`src/rtl/rf_pkg.sv`:
```
// Shared definitions for the 2-read / 1-write register file.
//
// Contents:
//   RF_DATA_WIDTH  default register / data-port width
//   RF_ADDR_WIDTH  default address-port width
//   RF_DEPTH       default number of registers (2**RF_ADDR_WIDTH)
//   RF_ZERO_ADDR   address of the optionally hardwired zero register
//   rf_data_t      one register word
//   rf_addr_t      one register address
package rf_pkg;

    localparam int RF_DATA_WIDTH = 32;
    localparam int RF_ADDR_WIDTH = 5;
    localparam int RF_DEPTH      = 32;
    localparam int RF_ZERO_ADDR  = 0;

    typedef logic [RF_DATA_WIDTH-1:0] rf_data_t;
    typedef logic [RF_ADDR_WIDTH-1:0] rf_addr_t;

endpackage : rf_pkg

```
`src/rtl/rf_read_port.sv`:
```
// Combinational read path for one port of the register file.
//
// Selects one of DEPTH registers with a binary mux tree, then applies the
// write-first bypass (a same-edge write to the addressed register wins) and
// the optional zero-register override. Output registering lives in the top.
//
// Ports:
//   rd_addr  in   ADDR_WIDTH            address for this port
//   wr_en    in   1                     write request on this edge
//   wr_addr  in   ADDR_WIDTH            write address
//   wr_data  in   DATA_WIDTH            write data
//   mem      in   DEPTH x DATA_WIDTH    current register contents
//   rd_data  out  DATA_WIDTH            value to capture into the read register
module rf_read_port
    import rf_pkg::*;
#(
    parameter int DATA_WIDTH = RF_DATA_WIDTH,
    parameter int ADDR_WIDTH = RF_ADDR_WIDTH,
    parameter int DEPTH      = RF_DEPTH,
    parameter int ZERO_REG   = 1
) (
    input  logic [ADDR_WIDTH-1:0]             rd_addr,
    input  logic                              wr_en,
    input  logic [ADDR_WIDTH-1:0]             wr_addr,
    input  logic [DATA_WIDTH-1:0]             wr_data,
    input  logic [DEPTH-1:0][DATA_WIDTH-1:0]  mem,
    output logic [DATA_WIDTH-1:0]             rd_data
);

    // Heap-ordered mux tree: node 0 is the root, node k has children 2k+1 and
    // 2k+2, and the DEPTH leaves sit at DEPTH-1 .. 2*DEPTH-2 in address order.
    // A node at tree level L steers on address bit ADDR_WIDTH-1-L, so the
    // root uses the MSB and the last internal level uses the LSB.
    localparam int NODES = 2 * DEPTH - 1;

    logic [DATA_WIDTH-1:0] node [NODES];

    for (genvar i = 0; i < DEPTH; i++) begin : g_leaf
        assign node[DEPTH-1+i] = mem[i];
    end

    for (genvar k = 0; k < DEPTH - 1; k++) begin : g_node
        localparam int LEVEL = $clog2(k + 2) - 1;
        assign node[k] = rd_addr[ADDR_WIDTH-1-LEVEL] ? node[2*k+2] : node[2*k+1];
    end

    logic zero_hit;
    logic bypass_hit;

    assign zero_hit   = (ZERO_REG != 0) && (rd_addr == ADDR_WIDTH'(RF_ZERO_ADDR));
    assign bypass_hit = wr_en && (wr_addr == rd_addr);

    always_comb begin
        // NOTE: rd_data gets a value before any branch so no path through the
        // block leaves it unassigned; that is what keeps a latch from forming.
        rd_data = node[0];
        if (zero_hit) begin
            rd_data = '0;
        end else if (bypass_hit) begin
            rd_data = wr_data;
        end
    end

endmodule : rf_read_port

```
`src/rtl/reg_file_2r1w.sv`:
```
// Register file: DEPTH registers of DATA_WIDTH bits, two registered read
// ports and one write port, with a one-cycle VALID strobe per accepted read.
// Reads see same-edge writes (write-first). With ZERO_REG=1, register 0
// reads as zero and discards writes.
//
// Ports:
//   CLK      in   1           clock, rising edge
//   RST      in   1           synchronous active-high reset
//   READ     in   1           read request
//   WRITE    in   1           write request
//   ADDR_R1  in   ADDR_WIDTH  read port 1 address
//   ADDR_R2  in   ADDR_WIDTH  read port 2 address
//   ADDR_W   in   ADDR_WIDTH  write address
//   DATA_W   in   DATA_WIDTH  write data
//   DATA_R1  out  DATA_WIDTH  registered read data, port 1
//   DATA_R2  out  DATA_WIDTH  registered read data, port 2
//   VALID    out  1           one-cycle strobe after each accepted read
module reg_file_2r1w
    import rf_pkg::*;
#(
    parameter int DATA_WIDTH = RF_DATA_WIDTH,
    parameter int ADDR_WIDTH = RF_ADDR_WIDTH,
    parameter int DEPTH      = RF_DEPTH,
    parameter int ZERO_REG   = 1
) (
    input  logic                  CLK,
    input  logic                  RST,
    input  logic                  READ,
    input  logic                  WRITE,
    input  logic [ADDR_WIDTH-1:0] ADDR_R1,
    input  logic [ADDR_WIDTH-1:0] ADDR_R2,
    input  logic [ADDR_WIDTH-1:0] ADDR_W,
    input  logic [DATA_WIDTH-1:0] DATA_W,
    output logic [DATA_WIDTH-1:0] DATA_R1,
    output logic [DATA_WIDTH-1:0] DATA_R2,
    output logic                  VALID
);

    logic [DEPTH-1:0][DATA_WIDTH-1:0] mem;
    logic [DATA_WIDTH-1:0]            rd1_next;
    logic [DATA_WIDTH-1:0]            rd2_next;
    logic                             wr_commit;

    // A write to the zero register is dropped here, so mem[0] stays at its
    // reset value of zero for the life of the design.
    assign wr_commit = WRITE &&
                       !((ZERO_REG != 0) && (ADDR_W == ADDR_WIDTH'(RF_ZERO_ADDR)));

    rf_read_port #(
        .DATA_WIDTH (DATA_WIDTH),
        .ADDR_WIDTH (ADDR_WIDTH),
        .DEPTH      (DEPTH),
        .ZERO_REG   (ZERO_REG)
    ) u_read_port_1 (
        .rd_addr (ADDR_R1),
        .wr_en   (WRITE),
        .wr_addr (ADDR_W),
        .wr_data (DATA_W),
        .mem     (mem),
        .rd_data (rd1_next)
    );

    rf_read_port #(
        .DATA_WIDTH (DATA_WIDTH),
        .ADDR_WIDTH (ADDR_WIDTH),
        .DEPTH      (DEPTH),
        .ZERO_REG   (ZERO_REG)
    ) u_read_port_2 (
        .rd_addr (ADDR_R2),
        .wr_en   (WRITE),
        .wr_addr (ADDR_W),
        .wr_data (DATA_W),
        .mem     (mem),
        .rd_data (rd2_next)
    );

    // NOTE: the register array is built from flip-flops and cleared by
    // reset, so it cannot map onto a RAM macro; the clear-on-reset contract
    // of this block depends on that.
    always_ff @(posedge CLK) begin
        if (RST) begin
            mem <= '0;
        end else if (wr_commit) begin
            mem[ADDR_W] <= DATA_W;
        end
    end

    // Read data registers hold their value while READ is low; only VALID
    // follows READ every cycle.
    always_ff @(posedge CLK) begin
        if (RST) begin
            // NOTE: state is updated with non-blocking assignments so every
            // flop samples pre-edge values, independent of statement order.
            DATA_R1 <= '0;
            DATA_R2 <= '0;
            VALID   <= 1'b0;
        end else begin
            VALID <= READ;
            if (READ) begin
                DATA_R1 <= rd1_next;
                DATA_R2 <= rd2_next;
            end
        end
    end

endmodule : reg_file_2r1w

```
`config.mk`:
```
export PLATFORM = sky130hd
export DESIGN_NAME = reg_file_2r1w
export DESIGN_NICKNAME = d
export VERILOG_FILES = /design/src/rtl/rf_pkg.sv /design/src/rtl/rf_read_port.sv /design/src/rtl/reg_file_2r1w.sv
export SDC_FILE = /design/constraint.sdc
export NUM_CORES = 2
export LEC_CHECK = 0
export CORE_ASPECT_RATIO = 1.2
export CORE_UTILIZATION = 63
export DETAILED_ROUTE_END_ITERATION = 8
export PLACE_DENSITY = 0.8
export SYNTH_ARGS = -nofsm -noshare
export SYNTH_HDL_FRONTEND = slang
export SYNTH_HIERARCHICAL = 1
export SYNTH_SLANG_ARGS = --single-unit
```
`constraint.sdc`:
```
create_clock -name CLK -period 3.4 [get_ports CLK]
set_clock_uncertainty 0.05 [all_clocks]
set_input_delay 0.68 -clock CLK [delete_from_list [all_inputs] [get_ports CLK]]
set_output_delay 0.68 -clock CLK [all_outputs]
set_load 0.02 [all_outputs]
```
# After elaboration in Yosys (flattened, before gate mapping)
# Index checks and enable logic that the tools add are counted.
totals:
  reg_bits: 1089
  in_bits: 51
classes:
  order_cmp: 2
  n_eq_ne: 2
  n_mux: 69
  reduce_logical: 8
ops:
  columns: ["op", "count"]
  rows:
  - ["$mux W32", 67]
  - ["$bwmux W1024", 1]
  - ["$demux W32 S5", 1]
  - ["$logic_not A5 Y1", 3]
  - ["$eq A5 B5 Y1", 2]
  - ["$lt A5 B6 Y1 const B", 1]
  - ["$ge A5 B1 Y1 const B", 1]
  - ["$logic_and A1 B1 Y1", 4]
  - ["$logic_not A1 Y1", 1]

# Longest topological paths before layout
depth:
  ltp_word: 7
  depth_mapped: 12

# Hierarchy
# Netlist, hierarchy kept.
modules_own_cells:
  columns: ["mod", "n_inst", "cells_per_inst", "area_each_um2", "seq_area_each_um2"]
  rows:
  - ["reg_file_2r1w", 1, 3640, 41095.7, 21800.9]
  - ["rf_read_port", 2, 852, 9090.0, 0.0]

# Worst setup path after synthesis
# Ideal clock, no wire load.
synth_timing:
  path_type: "input port to flip-flop"
  startpoint: "in ADDR_R1[0]"
  endpoint: "reg DATA_R1[17]"
  arrival_ns: 2.440
  setup_slack_ns: 0.793
  path_stages: 9
  n_path_buf: 3
  cell_sequence: "buf_6 > buf_4 > buf_4 > mux4_2 > a221oi_1 > o22ai_1 > a21o_1 > mux2i_1 > nor2_1"
synth_via:
  elab_chain_cells: 7
  word_cells_on_any_way: 36
synth_rtl:
  columns: ["element", "line_no", "text"]
  rows:
  - ["start: declaration", "reg_file_2r1w.sv:30", "input logic [ADDR_WIDTH-1:0] ADDR_R1,"]
  - ["$mux W32 (5 in a row)", "rf_read_port.sv:44", "assign node[k] = rd_addr[ADDR_WIDTH-1-LEVEL] ? node[2*k+2] : node[2*k+1];"]
  - ["$mux W32", "rf_read_port.sv:59", "end else if (bypass_hit) begin"]
  - ["$mux W32 *", "rf_read_port.sv:57", "if (zero_hit) begin"]
  - ["named net rd1_next[17]", "reg_file_2r1w.sv:40", "logic [DATA_WIDTH-1:0] rd1_next;"]
  - ["end signal: assignment", "reg_file_2r1w.sv:100", "DATA_R1 <= rd1_next;"]
  - ["end: declaration", "reg_file_2r1w.sv:34", "output logic [DATA_WIDTH-1:0] DATA_R1,"]
# Mark *: on every way through the listed nets, which the timed path passes. The rest lies on a longest branch.
# A chain may end at the register's enable or synchronous reset.

# Worst setup path after layout
layout_timing:
  startpoint: "in ADDR_R2[3]"
  endpoint: "reg DATA_R2[9]"
layout_via:
  elab_chain_cells: 4
  word_cells_on_any_way: 8
layout_rtl:
  columns: ["element", "line_no", "text"]
  rows:
  - ["start: declaration", "reg_file_2r1w.sv:31", "input logic [ADDR_WIDTH-1:0] ADDR_R2,"]
  - ["$eq A5 B5 Y1 / $mux W32 (equally long branches)", "rf_read_port.sv:51, rf_read_port.sv:44", null]
  - ["$logic_and A1 B1 Y1 / $mux W32 (equally long branches)", "rf_read_port.sv:51, rf_read_port.sv:44", null]
  - ["$mux W32", "rf_read_port.sv:59", null]
  - ["$mux W32 *", "rf_read_port.sv:57", null]
  - ["named net rd2_next[9]", "reg_file_2r1w.sv:41", "logic [DATA_WIDTH-1:0] rd2_next;"]
  - ["end signal: assignment", "reg_file_2r1w.sv:101", "DATA_R2 <= rd2_next;"]
  - ["end: declaration", "reg_file_2r1w.sv:35", "output logic [DATA_WIDTH-1:0] DATA_R2,"]
# Marks and branches as above.

==> run_results.csv <==
group,metric,value,unit
run_status,run_status,"finished clean",
power_and_ir_drop,max-vdd-ir-drop,0.3756,mV
detailed_routing,drt_iter0_drc,5174,
grt,antenna_violations_before_repair,4,
timing,finalHoldViolCount,0,
timing,max_clock_freq,0.3415,GHz
synthesis,async_reset_ff_share,0,%
floorplanning,io_pins,116,
grt,grt_overflow,0,
grt,vias_in_the_first_global_route,45620,
synthesis,ys.warnings.count,6,
floorplanning,fp-row-count,122,
synthesis,post_synth_main_area_contributors,"sky130_fd_sc_hd__dfxtp_1, sky130_fd_sc_hd__mux2i_1, sky130_fd_sc_hd__mux4_2",
synthesis,postSynthRegisterBits,1089,
timing,setup_tns,0,ps
detailed_routing,pre_antenna_drt_iters,7,
synthesis,yosysTopAreaCell,"sky130_fd_sc_hd__dfxtp_1",
worst_setup_path,arrival_time_of_data_at_the_critical_path_endpoint,3450,ps
detailed_routing,detail_route.vias_per_cell,6.793,
clocking,cts_num_sinks,1089,
cells_and_area,layout.nets,5395,
timing,timing.final.max_slew_violations,0,
grt,grt_use_total,39.43,%
worst_setup_path,worst-path-max-fanout,12,
synthesis,synth.cell_area,59280,µm²
cells_and_area,drive_gt1_share,17.04,%
timing,period_share,86.13,%
synthesis,synth_edf_count,0,
worst_setup_path,critical_path.max_stage_delay,660,ps
timing,setup_viol_count_final,0,
synthesis,synth_area_per_cell,11.09,µm²
synthesis,synth_top_cells_by_count,"sky130_fd_sc_hd__mux2i_1, sky130_fd_sc_hd__dfxtp_1, sky130_fd_sc_hd__nand2b_1, sky130_fd_sc_hd__mux4_2, sky130_fd_sc_hd__clkbuf_1",
synthesis,postSynthCellCount,5344,
floorplanning,chipWidth,282.0,µm
power_and_ir_drop,p_seq_share,45.2,%
power_and_ir_drop,power.share.combinational,10.4,%
clocking,clock_buffers_created_by_tritoncts,109,
timing,rsz0062_at_grt,"no",
power_and_ir_drop,power.density_cell_area,436.2,nW/µm²
clocking,cts-resized-gates,0,
power_and_ir_drop,cell_internal_pwr,0.02165,W
power_and_ir_drop,power_switching,0.007128,W
worst_setup_path,timing.critical_path.slowest_stage_cell,"sky130_fd_sc_hd__nand3b_1",
timing,minimum_period_implied_by_the_final_worst_setup_slack,2928,ps
power_and_ir_drop,power_frac_clock,44.4,%
clocking,clkSlewWorstSetupHoldPaths,70,ps
worst_setup_path,critPathRequiredTime,3920,ps
worst_setup_path,critical_path_cell_by_cell,"clkdlybuf4s50_1, nor2_1, nand3b_1, nand2_1, nor4_1, a211o_1, mux2i_1, nor2_1",
floorplanning,fp.dieArea,95320,µm²
floorplanning,design.core.area,92660,µm²
detailed_routing,remaining_drc_errors,0,
worst_setup_path,path_class,"input pin to flip-flop",
clocking,cts_tree,"yes",
timing,worst_slew_margin_rel,23.02,%
synthesis,synthMostInstantiatedCell,"sky130_fd_sc_hd__mux2i_1",
power_and_ir_drop,switching_share,24.77,%
detailed_routing,route.vias.total,45360,
synthesis,synth_top_area_share,36.78,%
worst_setup_path,end_kind,"flip-flop",
place,total_half_perimeter_wirelength_after_legalization_and_detailed_placement,123100,µm
grt,grt_max_degree,139,
detailed_routing,finalWirelength,190100,µm
detailed_routing,ant_nets,0,
clocking,clkLatencyLatePin,700,ps
synthesis,syn_nets,5395,
worst_setup_path,setup.worst_path.start_class,"input pin",
synthesis,synth_flop_type,"sky130_fd_sc_hd__dfxtp_1",
timing,tightestPinTransition,1150,ps
flow_run,max_capacitance_violation_total,0,
place,gp_routability_congestion,0.9648,
clocking,cts.path.max_buffers,3,
timing,worst_slack,471.5,ps
floorplanning,start_util,63.97,%
detailed_routing,wire_per_inst,28.47,µm
place,numPortBuffers,115,
clocking,postCtsHoldBufs,0,
grt,grt_first_pass_wirelength,282800,µm
clocking,clock_tree.root_cell,"sky130_fd_sc_hd__clkbuf_16",
synthesis,post_synth_num_cell_types,65,
cells_and_area,area_delta_synth_final,11.31,%
floorplanning,chipHeight,338.0,µm
power_and_ir_drop,power.leakage,30.13,nW
hold_path,hp-class,"input pin to flip-flop",
clocking,setup_fix_bufs_post_cts,0,
worst_setup_path,cpMostUsedCell,"sky130_fd_sc_hd__nor2_1",
synthesis,synth_sequential_area_ratio,36.78,%
clocking,htree_num_levels,3,
place,place_ws,65.52,ps
-- metal layers --
layer | share of wire (%) | global-route usage, % | wire (µm) | vias up
met5 | 0.016 | 0 | 31 | -
met4 | 7.5 | 27.30 | 14310 | 4
met3 | 11 | 9.939 | 20460 | 845
met2 | 45 | 61.30 | 85360 | 2635
met1 | 37 | 48.04 | 69890 | 22500
li1 | - | - | - | 19370
-- area by class of cell --
| type | count | area, µm² |
|---|---|---|
| Timing Repair Buffer | 438 | 4514 |
| Multi-Input combinational cell | 3700 | 34280 |
| Fill cell | 6547 | 26680 |
| Inverter | 6 | 22.52 |
| Clock inverter | 28 | 376.6 |
| Clock buffer | 173 | 3423 |
| Sequential cell | 1089 | 21800 |
| Tap cell | 1240 | 1551 |
| Antenna cell | 3 | 7.507 |
-- power by group through the flow --
stage	registers [W]	clock network [W]	logic [W]
floorplan	0.0133	0	0.00186
global placement	0.0133	0	0.00286
detailed placement	0.0133	0	0.00288
CTS	0.0130	0.0128	0.00289
global route	0.0130	0.0134	0.00305
finish	0.0130	0.0128	0.00298
-- state kept, by name (all words and copies together), names as in the netlist --
| signal | count |
|---|---|
| mem | 1024 |
| DATA_R1 | 32 |
| DATA_R2 | 32 |
| VALID | 1 |
-- worst max-delay path: cells and delay by family --
family,cells,cell delay (ps)
mux,1,160
buf+inv,1,580
simple gates,5,1720
compound gates,1,290
-- logic make-up (layout without fill, tap and decap cells) --
family          count (synthesis)  in the layout  synth area share [%]
buf+inv                       555            645                 5.526
compound gates                500            500                 6.117
xor+xnor                       10             10                0.1478
simple gates                 1446           1446                 14.51
flops                        1089           1089                 36.78
other cells                     0              3                     0
mux                          1744           1744                 36.92
-- final timing paths --
check,start,end,slack [ps],depth (start not counted)
max reg2reg,mem[501],DATA_R1[21],1140,7
max,ADDR_R2[3],DATA_R2[9],470,8
min,RST,DATA_R2[14],310,2
min reg2reg,mem[292],mem[292],430,2
-- stage by stage --
step / total power, W / cell area (µm²) / util (%) / instances / hold WS (ps)
after global placement: 0.01614 / 62170 / 67.10 / 6473 / 412.8
final: 0.02878 / 65980 / 71.21 / 6677 / 309.1
after global routing: 0.02942 / 65970 / 71.20 / 6675 / 341.0
after floorplan: 0.01514 / 59280 / - / 5344 / 400.9
after CTS: 0.02872 / 65970 / 71.20 / 6674 / 305.7
after detailed placement: 0.01616 / 62170 / 67.10 / 6473 / 417.9
-- cell usage in the layout, fill, tap and decap left out, types with 68 or more instances in the layout --
cell type and n:
sky130_fd_sc_hd__clkdlybuf4s50_1 105, sky130_fd_sc_hd__buf_12 74, sky130_fd_sc_hd__nand2_1 82, sky130_fd_sc_hd__a21oi_1 80
sky130_fd_sc_hd__buf_4 254, sky130_fd_sc_hd__nor2_1 88, sky130_fd_sc_hd__o21ai_0 68, sky130_fd_sc_hd__mux4_2 330
sky130_fd_sc_hd__clkbuf_16 113, sky130_fd_sc_hd__nand2b_1 1038, sky130_fd_sc_hd__dfxtp_1 1089, sky130_fd_sc_hd__mux2i_1 1368
sky130_fd_sc_hd__a221oi_1 78
Note: power is estimated with default switching activity, not from simulation.
